`config.mk`:
```
export PLATFORM = sky130hd
export DESIGN_NAME = dsm_ctrl
export DESIGN_NICKNAME = d
export VERILOG_FILES = /design/src/rtl/dsm_ctrl.sv
export SDC_FILE = /design/constraint.sdc
export NUM_CORES = 1
export LEC_CHECK = 0
export CAP_MARGIN = 15
export CORE_ASPECT_RATIO = 1.5
export CORE_MARGIN = 2
export CORE_UTILIZATION = 40
export DETAILED_ROUTE_END_ITERATION = 16
export HOLD_SLACK_MARGIN = 0.12
export PLACE_DENSITY = 0.69
export SYNTH_ARGS = -nofsm -noshare
export SYNTH_HDL_FRONTEND = slang
export SYNTH_SLANG_ARGS = --single-unit
```
`constraint.sdc`:
```
create_clock -name clock -period 2 [get_ports clock]
set_input_delay 0.4 -clock clock [delete_from_list [all_inputs] [get_ports clock]]
set_output_delay 0.4 -clock clock [all_outputs]
set_load 0.01 [all_outputs]
```
`src/rtl/dsm_ctrl.sv`:
```
// -----------------------------------------------------------------------------
// dsm_ctrl : sequencer and supervisor for the delta-sigma modulator top.
//
// Sequences the modulator through IDLE -> FLUSH -> RUN, holds each accepted
// input sample on the modulator vin for OSR clocks, generates an LFSR dither
// word, and watches the 2-bit pwm code for overload. A run of OVL_LIMIT
// identical nonzero pwm codes forces a RECOVER (reset-and-resume) cycle.
//
// Ports:
//   clock      in   system clock
//   reset      in   synchronous, active-high reset
//   enable     in   run request (level)
//   dith_en    in   dither enable; 0 forces dsm_dith to 0
//   s_valid    in   input sample valid
//   s_data     in   input sample, T_BITS two's complement
//   s_ready    out  sample accepted this cycle (RUN and phase 0)
//   dsm_reset  out  modulator reset
//   dsm_vin    out  modulator input sample
//   dsm_dith   out  modulator dither word (T_BITS-5 bits)
//   pwm        in   modulator output code (00=0, 01=+, 11=-)
//   underrun   out  one-cycle pulse when a sample slot was missed
//   ovl_flag   out  sticky overload indicator
//   ovl_clr    in   clears ovl_flag (an overload in the same cycle wins)
//   ovl_count  out  overload event count, saturates at 255
//   state      out  00 IDLE, 01 FLUSH, 10 RUN, 11 RECOVER
// -----------------------------------------------------------------------------
module dsm_ctrl #(
    parameter int          T_BITS     = 15,
    parameter int          OSR        = 64,
    parameter int          RST_CYCLES = 4,
    parameter int          OVL_LIMIT  = 32,
    parameter int          DITH_SHIFT = 2,
    parameter logic [15:0] LFSR_SEED  = 16'hACE1
) (
    input  logic              clock,
    input  logic              reset,
    input  logic              enable,
    input  logic              dith_en,
    input  logic              s_valid,
    input  logic [T_BITS-1:0] s_data,
    output logic              s_ready,
    output logic              dsm_reset,
    output logic [T_BITS-1:0] dsm_vin,
    output logic [T_BITS-6:0] dsm_dith,
    input  logic [1:0]        pwm,
    output logic              underrun,
    output logic              ovl_flag,
    input  logic              ovl_clr,
    output logic [7:0]        ovl_count,
    output logic [1:0]        state
);

    localparam int DW = T_BITS - 5;
    localparam int PW = $clog2(OSR);
    localparam int CW = (RST_CYCLES > 1) ? $clog2(RST_CYCLES) : 1;
    localparam int RW = $clog2(OVL_LIMIT + 1);

    typedef enum logic [1:0] {
        ST_IDLE    = 2'b00,
        ST_FLUSH   = 2'b01,
        ST_RUN     = 2'b10,
        ST_RECOVER = 2'b11
    } state_t;

    state_t              state_q, state_d;
    logic [CW-1:0]       cnt_q, cnt_d;
    logic [PW-1:0]       phase_q, phase_d;
    logic [RW-1:0]       run_q, run_d, run_calc;
    logic [1:0]          pwm_prev_q, pwm_prev_d;
    logic [15:0]         lfsr_q, lfsr_d;
    logic [T_BITS-1:0]   vin_q, vin_d;
    logic [DW-1:0]       dith_q, dith_d;
    logic                rst_q, rst_d;
    logic                underrun_q, underrun_d;
    logic                flag_q, flag_d;
    logic [7:0]          count_q, count_d;

    logic                ovl_hit;
    logic                ovl_evt;
    logic                ready_w;
    logic                xfer;
    logic signed [9:0]   dith_full;
    logic [DW-1:0]       dith_ext;

    // Length of the current run of identical nonzero pwm codes, including
    // this cycle's code.
    always_comb begin
        if (pwm != 2'b00 && pwm == pwm_prev_q) begin
            run_calc = run_q + RW'(1);
        end else if (pwm != 2'b00) begin
            run_calc = RW'(1);
        end else begin
            run_calc = '0;
        end
    end

    assign ovl_hit = (run_calc == RW'(OVL_LIMIT));

    // Next-state logic. Counters default to zero so every state entry
    // starts them cleanly (FLUSH/RECOVER count, RUN phase and run length).
    always_comb begin
        state_d = state_q;
        cnt_d   = '0;
        phase_d = '0;
        run_d   = '0;
        ovl_evt = 1'b0;
        case (state_q)
            ST_IDLE: begin
                if (enable) begin
                    state_d = ST_FLUSH;
                end
            end
            ST_FLUSH, ST_RECOVER: begin
                if (!enable) begin
                    state_d = ST_IDLE;
                end else if (cnt_q == CW'(RST_CYCLES - 1)) begin
                    state_d = ST_RUN;
                end else begin
                    cnt_d = cnt_q + CW'(1);
                end
            end
            ST_RUN: begin
                if (!enable) begin
                    state_d = ST_IDLE;
                end else if (ovl_hit) begin
                    state_d = ST_RECOVER;
                    ovl_evt = 1'b1;
                end else begin
                    run_d   = run_calc;
                    phase_d = (phase_q == PW'(OSR - 1)) ? '0 : phase_q + PW'(1);
                end
            end
            default: begin
                state_d = ST_IDLE;
            end
        endcase
    end

    // s_ready depends on registered state only; no path from s_valid.
    assign ready_w = (state_q == ST_RUN) && (phase_q == '0);
    assign xfer    = ready_w && s_valid;

    // Fibonacci LFSR x^16+x^14+x^13+x^11+1, stepping only while in RUN.
    assign lfsr_d = (state_q == ST_RUN)
                  ? {lfsr_q[0] ^ lfsr_q[2] ^ lfsr_q[3] ^ lfsr_q[5], lfsr_q[15:1]}
                  : lfsr_q;

    // Dither is built from the LFSR value that will be current when the
    // registered word is presented, so dsm_dith tracks lfsr in RUN.
    assign dith_full = $signed(lfsr_d[9:0]) >>> DITH_SHIFT;

    // Sign-extend (or truncate) the 10-bit shifted word to the port width.
    generate
        for (genvar gi = 0; gi < DW; gi++) begin : g_dith_ext
            assign dith_ext[gi] = dith_full[(gi < 10) ? gi : 9];
        end
    endgenerate

    always_comb begin
        vin_d      = vin_q;
        dith_d     = '0;
        rst_d      = (state_d != ST_RUN);
        underrun_d = ready_w && !s_valid;
        pwm_prev_d = (state_q == ST_RUN) ? pwm : pwm_prev_q;
        flag_d     = flag_q;
        count_d    = count_q;

        // Leaving RUN drops any in-flight sample.
        if (state_d != ST_RUN) begin
            vin_d = '0;
        end else if (xfer) begin
            vin_d = s_data;
        end

        if (state_d == ST_RUN && dith_en) begin
            dith_d = dith_ext;
        end

        if (ovl_evt) begin
            flag_d = 1'b1;
            if (count_q != 8'hFF) begin
                count_d = count_q + 8'd1;
            end
        end else if (ovl_clr) begin
            flag_d = 1'b0;
        end
    end

    always_ff @(posedge clock) begin
        if (reset) begin
            state_q    <= ST_IDLE;
            cnt_q      <= '0;
            phase_q    <= '0;
            run_q      <= '0;
            pwm_prev_q <= 2'b00;
            lfsr_q     <= LFSR_SEED;
            vin_q      <= '0;
            dith_q     <= '0;
            rst_q      <= 1'b1;
            underrun_q <= 1'b0;
            flag_q     <= 1'b0;
            count_q    <= 8'd0;
        end else begin
            state_q    <= state_d;
            cnt_q      <= cnt_d;
            phase_q    <= phase_d;
            run_q      <= run_d;
            pwm_prev_q <= pwm_prev_d;
            lfsr_q     <= lfsr_d;
            vin_q      <= vin_d;
            dith_q     <= dith_d;
            rst_q      <= rst_d;
            underrun_q <= underrun_d;
            flag_q     <= flag_d;
            count_q    <= count_d;
        end
    end

    assign s_ready   = ready_w;
    assign dsm_reset = rst_q;
    assign dsm_vin   = vin_q;
    assign dsm_dith  = dith_q;
    assign underrun  = underrun_q;
    assign ovl_flag  = flag_q;
    assign ovl_count = count_q;
    assign state     = state_q;

endmodule

```
; ---- Word level (Yosys, flattened, before mapping)
; Index checks and enable logic that the tools add are counted.
[totals]
register_bits = 68
input_bits = 23
output_inout_bits = 39
wordCells = 65
[classes]
add_sub_neg = 4
n_eq_ne = 10
muxes = 14
bitwise_logic = 7
n_reduce_logical = 17
[ops]
columns = op, count
row1 = "6-bit by 1-bit adder with 6-bit output, second input constant", 2
row2 = "6-bit equality test, second input constant", 2
row3 = 10-bit two-way mux, 1
row4 = 2-bit two-way mux, 5
row5 = "8-bit by 1-bit adder with 8-bit output, second input constant", 1
row6 = "2-bit equality test, second input constant", 4
row7 = "8-bit != test, second input constant", 1
row8 = 4-bit OR reduction, 2
row9 = 6-bit logical NOT, 1
row10 = 1-bit two-way mux, 6
row11 = 6-bit two-way mux, 1
row12 = 2-bit one-hot mux with 3 select lines, 1
row13 = 2-bit OR reduction, 3
row14 = 1-bit logical AND, 5
row15 = 5-bit OR reduction, 1
row16 = 1-bit inverter, 4
row17 = 2-bit nonzero test, 2
row18 = 1-bit bitwise XOR, 3
row19 = "2-bit by 1-bit adder with 2-bit output, second input constant", 1
row20 = "2-bit by 1-bit equality test with 1-bit output, second input constant", 1
row21 = 2-bit equality test, 1
row22 = 2-bit logical NOT, 1
row23 = "2-bit != test, second input constant", 1
row24 = 2-bit AND reduction, 1
row25 = 1-bit logical NOT, 1

; ---- Longest topological paths before layout
; Gate-level depths: netlist of the first run.
[logic_depth]
depth_word = 11
ltp_mapped = 8

; ---- Least setup slack after synthesis of the first run
; OpenSTA, ideal clock, no wires.
[synth_timing]
path_type = register -> register
startpoint = register phase_q[0]
endpoint = register vin_q[4], in the netlist dsm_vin[4]
setup_time_ns = 0.123
arrival_time_ns = 2.154
required_ns = 1.877
path_slack_ns = -0.278
path_stages_with_launch = 9
n_path_buf = 1
cell_sequence = dfxtp_1 inv_1 ha_1 or4b_2 nor3_1 nand2_1 buf_2 mux2i_1 nor2_1
[synth_via]
elab_chain_cells = 3
[synth_rtl]
columns = item, line
row1 = from (decl), 67  ; logic [PW-1:0] phase_q, phase_d;
row2 = from (signal assigned), 206  ; phase_q <= phase_d;
row3 = 6-bit logical NOT, 140  ; assign ready_w = (state_q == ST_RUN) && (phase_q == '0);
row4 = 1-bit logical AND, 140
row5 = via s_ready, 41  ; output logic s_ready,
row6 = 1-bit logical AND, 141  ; assign xfer = ready_w && s_valid;
row7 = to (signal assigned), 210  ; vin_q <= vin_d;
row8 = to (decl), 71  ; logic [T_BITS-1:0] vin_q, vin_d;
; The timed path passes the listed nets, and every way through them passes these cells.
; A chain may end at the register's enable or synchronous reset.

; ---- Worst setup path in the final report of the first run
[layout_timing]
startpoint = register run_q[0]
endpoint = register count_q[4], in the netlist ovl_count[4]
[layout_via]
elab_chain_cells = 7
[layout_rtl]
columns = item, line
row1 = from (decl), 68  ; logic [RW-1:0] run_q, run_d, run_calc;
row2 = from (signal assigned), 207  ; run_q <= run_d;
row3 = 6-bit by 1-bit adder with 6-bit output, 89  ; run_calc = run_q + RW'(1);
row4 = 6-bit two-way mux, 88  ; if (pwm != 2'b00 && pwm == pwm_prev_q) begin
row5 = 6-bit equality test, 97  ; assign ovl_hit = (run_calc == RW'(OVL_LIMIT));
row6 = 1-bit two-way mux, 125  ; end else if (ovl_hit) begin
row7 = 1-bit two-way mux, 123  ; if (!enable) begin
row8 = 1-bit two-way mux, 107  ; case (state_q)
row9 = 2-bit AND reduction (no line), --
row10 = to (signal assigned), 215  ; count_q <= count_d;
row11 = to (decl), 76  ; logic [7:0] count_q, count_d;
; Every way passes these cells.

==> results of run 1 <==
-- synth_stat cells, drive strengths merged, types with 3 or more instances --
cell     n
dfxtp   68
nor2    47
nand2   30
mux2i   23
a21oi   17
clkbuf   9
xnor2    8
nand3    7
nand3b   7
o31ai    6
or4      6
buf      5
ha       5
inv      5
nand2b   5
nor2b    5
nor3     4
o21ai    4
xor2     3
-- final cells by class --
type                       instances  share of cell area (%)
timing repair buffer             102                   23.79
sequential                        68                   34.43
clock inverter                     2                  0.2511
clock buffer                      12                   3.923
tap                               76                   2.385
inverter                           5                  0.4708
multi-input combinational        205                   34.75
-- per-layer routing --
metal,up-vias,GRT usage [%],wire length (um)
li1,1205,-,-
met1,1088,20.01,2721
met4,0,6.873,70
met3,5,4.339,334
met5,-,0,0
met2,56,27.45,2932
-- sequential cells by signal, indices dropped and copies added, names as in the netlist --
register	cells
lfsr_q	16
dsm_vin	15
dsm_dith	8
ovl_count	8
phase_q	6
run_q	6
cnt_q	2
pwm_prev_q	2
state	2
dsm_reset	1
ovl_flag	1
underrun	1
-- how the worst max path moves through the flow --
stage	end	slack (ns)	cells after the start
2_1_floorplan	ovl_count[7]$_SDFFE_PP0P_	-0.08	6
3_3_place_gp	ovl_count[4]$_SDFFE_PP0P_	-0.48	7
3_5_place_dp	ovl_count[4]$_SDFFE_PP0P_	-0.53	7
4_1_cts	ovl_count[4]$_SDFFE_PP0P_	-0.10	7
5_1_grt	ovl_count[4]$_SDFFE_PP0P_	-0.19	7
6_report	ovl_count[4]$_SDFFE_PP0P_	-0.13	7
-- stage by stage --
stage	hold WS (ns)	TNS (ns)	setup slack (ns)
2_1_floorplan	0.4081	-0.5936	-0.07619
3_3_place_gp	0.4182	-16.46	-0.4804
3_5_place_dp	0.4378	-17.90	-0.5334
4_1_cts	0.4474	-0.8558	-0.1005
5_1_grt	0.4680	-4.764	-0.1915
6_report	0.4431	-1.820	-0.1285
-- cells by family (layout without fill, tap and decap cells) --
family | after synthesis | count (layout) | synth area share, %
xor gates and xnor gates | 11 | 11 | 3.534
and+or+nand+nor | 127 | 127 | 22.99
adders and majority gates | 5 | 5 | 2.295
muxes | 23 | 23 | 8.444
DFF | 68 | 68 | 49.93
AOI/OAI and AO/OA | 39 | 39 | 9.546
buffers and inverters | 19 | 121 | 3.258
-- worst max-delay path, cell delays in order, from the launching register on --
cell	delay [ns]
dfxtp_4	0.37
ha_4	0.15
nand2_2	0.04
a2111o_1	0.39
a221o_2	0.43
buf_6	0.14
or4_4	0.41
a21oi_2	0.14
-- report_power, final --
group / internal [mW] / switching (mW)
Combinational: 0.0540 / 0.0261
Sequential: 1.35 / 0.00196
Clock: 0.508 / 0.457
-- cell usage in the layout (no fill, tap or decap), types with 3 or more instances in the layout --
| cell | Yosys | routed |
|---|---|---|
| nor2b_1 | 5 | 3 |
| o21ai_0 | 3 | 3 |
| or4_1 | 6 | 4 |
| xor2_1 | 3 | 3 |
| buf_4 | 2 | 36 |
| a21oi_1 | 17 | 14 |
| nand3b_1 | 7 | 7 |
| nor2_1 | 47 | 47 |
| nor3_1 | 4 | 3 |
| inv_1 | 5 | 3 |
| xnor2_1 | 8 | 7 |
| nand2_1 | 30 | 28 |
| clkbuf_8 | 0 | 9 |
| dfxtp_1 | 68 | 63 |
| mux2i_1 | 23 | 23 |
| clkdlybuf4s50_1 | 0 | 58 |
| nand3_1 | 7 | 7 |
| a21oi_2 | 0 | 3 |
| ha_1 | 5 | 3 |
| o31ai_1 | 6 | 4 |
| nand2b_1 | 5 | 5 |
| dfxtp_2 | 0 | 3 |
-- repair_timing --
action                                  4_1_cts  5_1_grt
buffers inserted                              4        2
pin swaps                                    10        4
resized for setup                            15       16
endpoints found under the setup margin       38       38
gates cloned                                  0        1
hold buffers                                  0        0
==> flow_summary.yaml, run 1 <==
placed_design:
  place.gp.congestion: 0.7813
  dp_cells: 449
  hpwl_mm: 4.278
  place_area_sq_um: 3676
  io_buffers: 61
power_and_ir_drop:
  p_per_area_nw_per_um2: 602.2
  vdd_drop_max_v: 0.0005906
  finalPower_mw: 2.401
  leakagePower_nw: 1.583
detailed_routing:
  via_per_inst: 5.009
  drtIter0Drc: 66
  vias: 2354
  drt-pass1-iter-count: 4
  route.detailed.wl_per_inst_um: 12.89
  route.detailed.drc: 0
  postRouteWirelength_mm: 6.058
  ant_nets: 0
global_routing:
  grt_overflow: 0
  grt_pass1_vias: 2255
  antenna_found_initial: 0
  grt_max_degree: 19
  grt_use_total_pct: 16.58
  grt_pass1_wl_mm: 10.14
worst_hold_path:
  worstHoldStart: "cnt_q[0]$_SDFF_PP0_"
  hold_path_end: "cnt_q[0]$_SDFF_PP0_"
  holdCritPathClass: "reg -> reg"
  hold_depth: 1
cells_and_area:
  seqCellArea_sq_um: 1373
  final_util_pct: 61.03
  final_cells: 470
  nFillCells: 563
  nets: 419
  drive_above_1_share_pct: 21.07
  stdcell_area_sq_um: 3986
  n_antenna_cell: 0
  synthToLayoutAreaGrowth_pct: 46.21
  multiInputGateArea_sq_um: 1385
synth:
  ys_types: 45
  yosys_warnings: 0
  synth_flop_cell: "dfxtp_1"
  postSynthNetCount: 320
  synth.avg_cell_area_sq_um: 9.337
  synth_cells: 292
  synth-edff-count: 0
  synth.top_cell.area_share_pct: 49.93
  synth_async_sr_flop_share_pct: 0
  yosysTopAreaCell: "dfxtp_1"
  seq_area_frac_synth_pct: 49.93
  ys_seq_elements: 68
  syn_area_sq_um: 2726
  synthTopCellsByArea: "dfxtp_1 50%, mux2i_1 8.4%, nor2_1 6.5%"
worst_setup_path:
  r2r_slack_ns: -0.13
  path_max_fanout: 5
  reg2reg_to: "ovl_count[4]$_SDFFE_PP0P_"
  startpoint_type: "register"
  worstReg2RegStart: "run_q[0]$_SDFF_PP0_"
  cp.arrival_ns: 2.40
  cp.required_ns: 2.27
  crit_type: "reg -> reg"
  cp-end-kind: "register"
  worstSetupStartpoint: "run_q[0]$_SDFF_PP0_"
  ff2ff_path_depth: 7
clocking:
  numCtsBuffers: 9
  clk_path_buf_depth: 2
  clock-sinks: 68
  worstSkewPairLatency_ns: 0.33
  cts_root_buf: "clkbuf_8"
  cts_tree: "done"
  htree_levels: 3
  clkSlewWorstSetupHoldPaths_ns: 0.07
sta:
  setup_slack_ns: -0.1285
  fin_skew_ns: 0.01020
  setup_viol: 37
  fmax_mhz: 469.8
  hold_viol_final: 0
  period_share_pct: 106.4
  worstMarginPinSlew_ns: 0.2923
  maxSlewViolCount: 0
  grt_setup_unrepaired: "yes"
  slew_headroom_pct: 80.35
  fin_crit_ns: 2.129
floorplanning:
  start_util_pct: 41.74
  rows: 36
  die_area_sq_um: 7506
  die_h_um: 105.1
  io-pin-count: 62
  dieWidth_um: 71.41
  core_sq_um: 6531
status:
  violations: "negative setup slack"
  outcome: "complete, but fails checks"
job:
  drv_cap: 0
Power figures use the tool's default switching activity.
==> run 2: changes to the inputs <==
--- a/config.mk
+++ b/config.mk
@@ -10,6 +10,7 @@
 export CORE_MARGIN = 2
 export CORE_UTILIZATION = 40
 export DETAILED_ROUTE_END_ITERATION = 16
+export GPL_TIMING_DRIVEN = 0
 export HOLD_SLACK_MARGIN = 0.12
 export PLACE_DENSITY = 0.69
 export SYNTH_ARGS = -nofsm -noshare
==> run 2 against run 1 <==
Against the previous run: the flow still finishes with violations (negative setup slack); cell area is 0.94% lower; register-to-register slack got worse by 0.03 ns; critical endpoint is now ovl_count[3]$_SDFFE_PP0P_; highest routed layer unchanged; count of clock-buffer cells in the layout fell by 3; utilization decreased by 0.57 points; final cell count decreased by 1.7%; critical path type unchanged.
==> flow_summary.yaml, run 2 (same netlist as run 1, synthesis figures left out) <==
status:
  outcome: "complete, but fails checks"
  violations: "negative setup slack"
sta:
  grt_setup_unrepaired: "yes"
  fmax_mhz: 462.4
  fin_skew_ns: 0.009451
  fin_hold_ws_ns: 0.4375
  setup_slack_ns: -0.1628
  hold_viol_final: 0
  setup_viol: 32
  fin_crit_ns: 2.163
  maxSlewViolCount: 0
  period_share_pct: 108.1
  worstMarginPinSlew_ns: 0.5358
  slew_headroom_pct: 64.28
detailed_routing:
  route.detailed.wl_per_inst_um: 13.75
  postRouteWirelength_mm: 6.354
  drtIter0Drc: 143
  ant_nets: 0
  vias: 2382
  drt-pass1-iter-count: 4
  via_per_inst: 5.156
  route.detailed.drc: 0
cells_and_area:
  final_util_pct: 60.46
  nets: 409
  regMostFlops: "lfsr_q"
  nFillCells: 563
  synthToLayoutAreaGrowth_pct: 44.84
  largest_reg_flops: 16
  layout_common_cells: "63 x dfxtp_1, 58 x clkdlybuf4s50_1, 47 x nor2_1"
  n_antenna_cell: 0
  final_common_cell: "dfxtp_1"
  drive_above_1_share_pct: 17.62
placed_design:
  place.gp.congestion: 0.7639
  hpwl_mm: 4.259
  io_buffers: 61
worst_setup_path:
  cp.arrival_ns: 2.45
  path_max_fanout: 4
  cp-end-kind: "register"
  startpoint_type: "register"
  cp.required_ns: 2.28
  crit_type: "reg -> reg"
clocking:
  clk_path_buf_depth: 2
  numCtsBuffers: 9
  clock-sinks: 68
  htree_levels: 3
  clkSlewWorstSetupHoldPaths_ns: 0.08
  worstSkewPairLatency_ns: 0.35
  cts_tree: "done"
  cts_root_buf: "clkbuf_8"
global_routing:
  grt_use_total_pct: 17.38
  grt_pass1_vias: 2280
  grt_max_degree: 15
  antenna_found_initial: 0
  grt_overflow: 0
  grt_pass1_wl_mm: 10.43
worst_hold_path:
  holdCritPathClass: "reg -> reg"
power_and_ir_drop:
  p_per_area_nw_per_um2: 660.2
  leakagePower_nw: 1.522
  vdd_drop_max_v: 0.0004301
  finalPower_mw: 2.607
floorplanning:
  rows: 36
  dieWidth_um: 71.41
  die_area_sq_um: 7506
  start_util_pct: 41.74
  core_sq_um: 6531
  die_h_um: 105.1
  io-pin-count: 62
job:
  drv_cap: 0
run 2: changes by cell type in the layout (fill, tap and decap cells not counted), moves of 2 or more:
cell,change
dlygate4sd2_1,+2
clkinv_2,-2
clkinv_4,+2
buf_4,-19
buf_6,+3
inv_6,+2
o31ai_1,-3
clkbuf_1,+4
nor2b_1,+2
buf_12,-2
o31ai_4,+2
dlymetal6s2s_1,-2
nor2b_2,-2
run 2: worst max-delay path, stage by stage, from the launching register on:
cell      delay (ns)
dfxtp_4         0.38
ha_4            0.14
nand2_2         0.04
a2111o_1        0.40
a221o_1         0.37
buf_4           0.16
or4_4           0.48
a21oi_2         0.13
run 2: path summary, 6_finish.rpt:
check,start,cells after the start,end,slack (ns)
min reg2reg,cnt_q[0]$_SDFF_PP0_,1,cnt_q[0]$_SDFF_PP0_,0.44
max reg2reg,run_q[0]$_SDFF_PP0_,7,ovl_count[3]$_SDFFE_PP0P_,-0.16
min,cnt_q[0]$_SDFF_PP0_,1,cnt_q[0]$_SDFF_PP0_,0.44
max,run_q[0]$_SDFF_PP0_,7,ovl_count[3]$_SDFFE_PP0P_,-0.16
run 2: power breakdown:
part           internal (mW)  total [mW]  leakage [nW]  switching (mW)
logic                 0.0462      0.0729         0.868          0.0267
registers               1.35        1.35         0.551         0.00218
clock network          0.597        1.18         0.102           0.584
total                   1.99        2.61          1.52           0.613
run 2: timing repair:
action | in CTS | in global routing
hold buffers | 0 | 0
gates cloned | 1 | 2
endpoints found under the setup margin | 43 | 42
resized for setup | 27 | 16
pin swaps | 9 | 12
setup buffers | 9 | 6
run 2: routing by layer:
metal | share of wire [%] | GRT usage, % | wire length (um)
met5 | 0 | 0 | 0
met3 | 6.2 | 4.822 | 394
met2 | 50 | 28.57 | 3170
met4 | 1.5 | 7.547 | 93
met1 | 42 | 20.84 | 2697
run 2: cell type report:
class / count / area [sq um] / area share, %
Buffer: 13 / 105.1 / 2.662
Clock buffer: 9 / 123.9 / 3.137
Clock inverter: 7 / 83.83 / 2.123
Inverter: 5 / 18.77 / 0.4753
Multi-Input combinational cell: 205 / 1400 / 35.46
Sequential cell: 68 / 1373 / 34.76
Tap cell: 76 / 95.09 / 2.408
Timing Repair Buffer: 79 / 749.5 / 18.98
run 2: through the flow:
stage | area, sq um | cells | setup slack [ns] | setup TNS (ns)
after floorplan | 2765 | 292 | -0.07619 | -0.5936
after CTS | 3830 | 454 | -0.1221 | -0.7089
after global routing | 3949 | 462 | -0.2335 | -5.978
final | 3949 | 462 | -0.1628 | -3.028
after detailed placement | 3471 | 429 | -0.7397 | -25.64
after global placement | 3471 | 429 | -0.7067 | -23.65
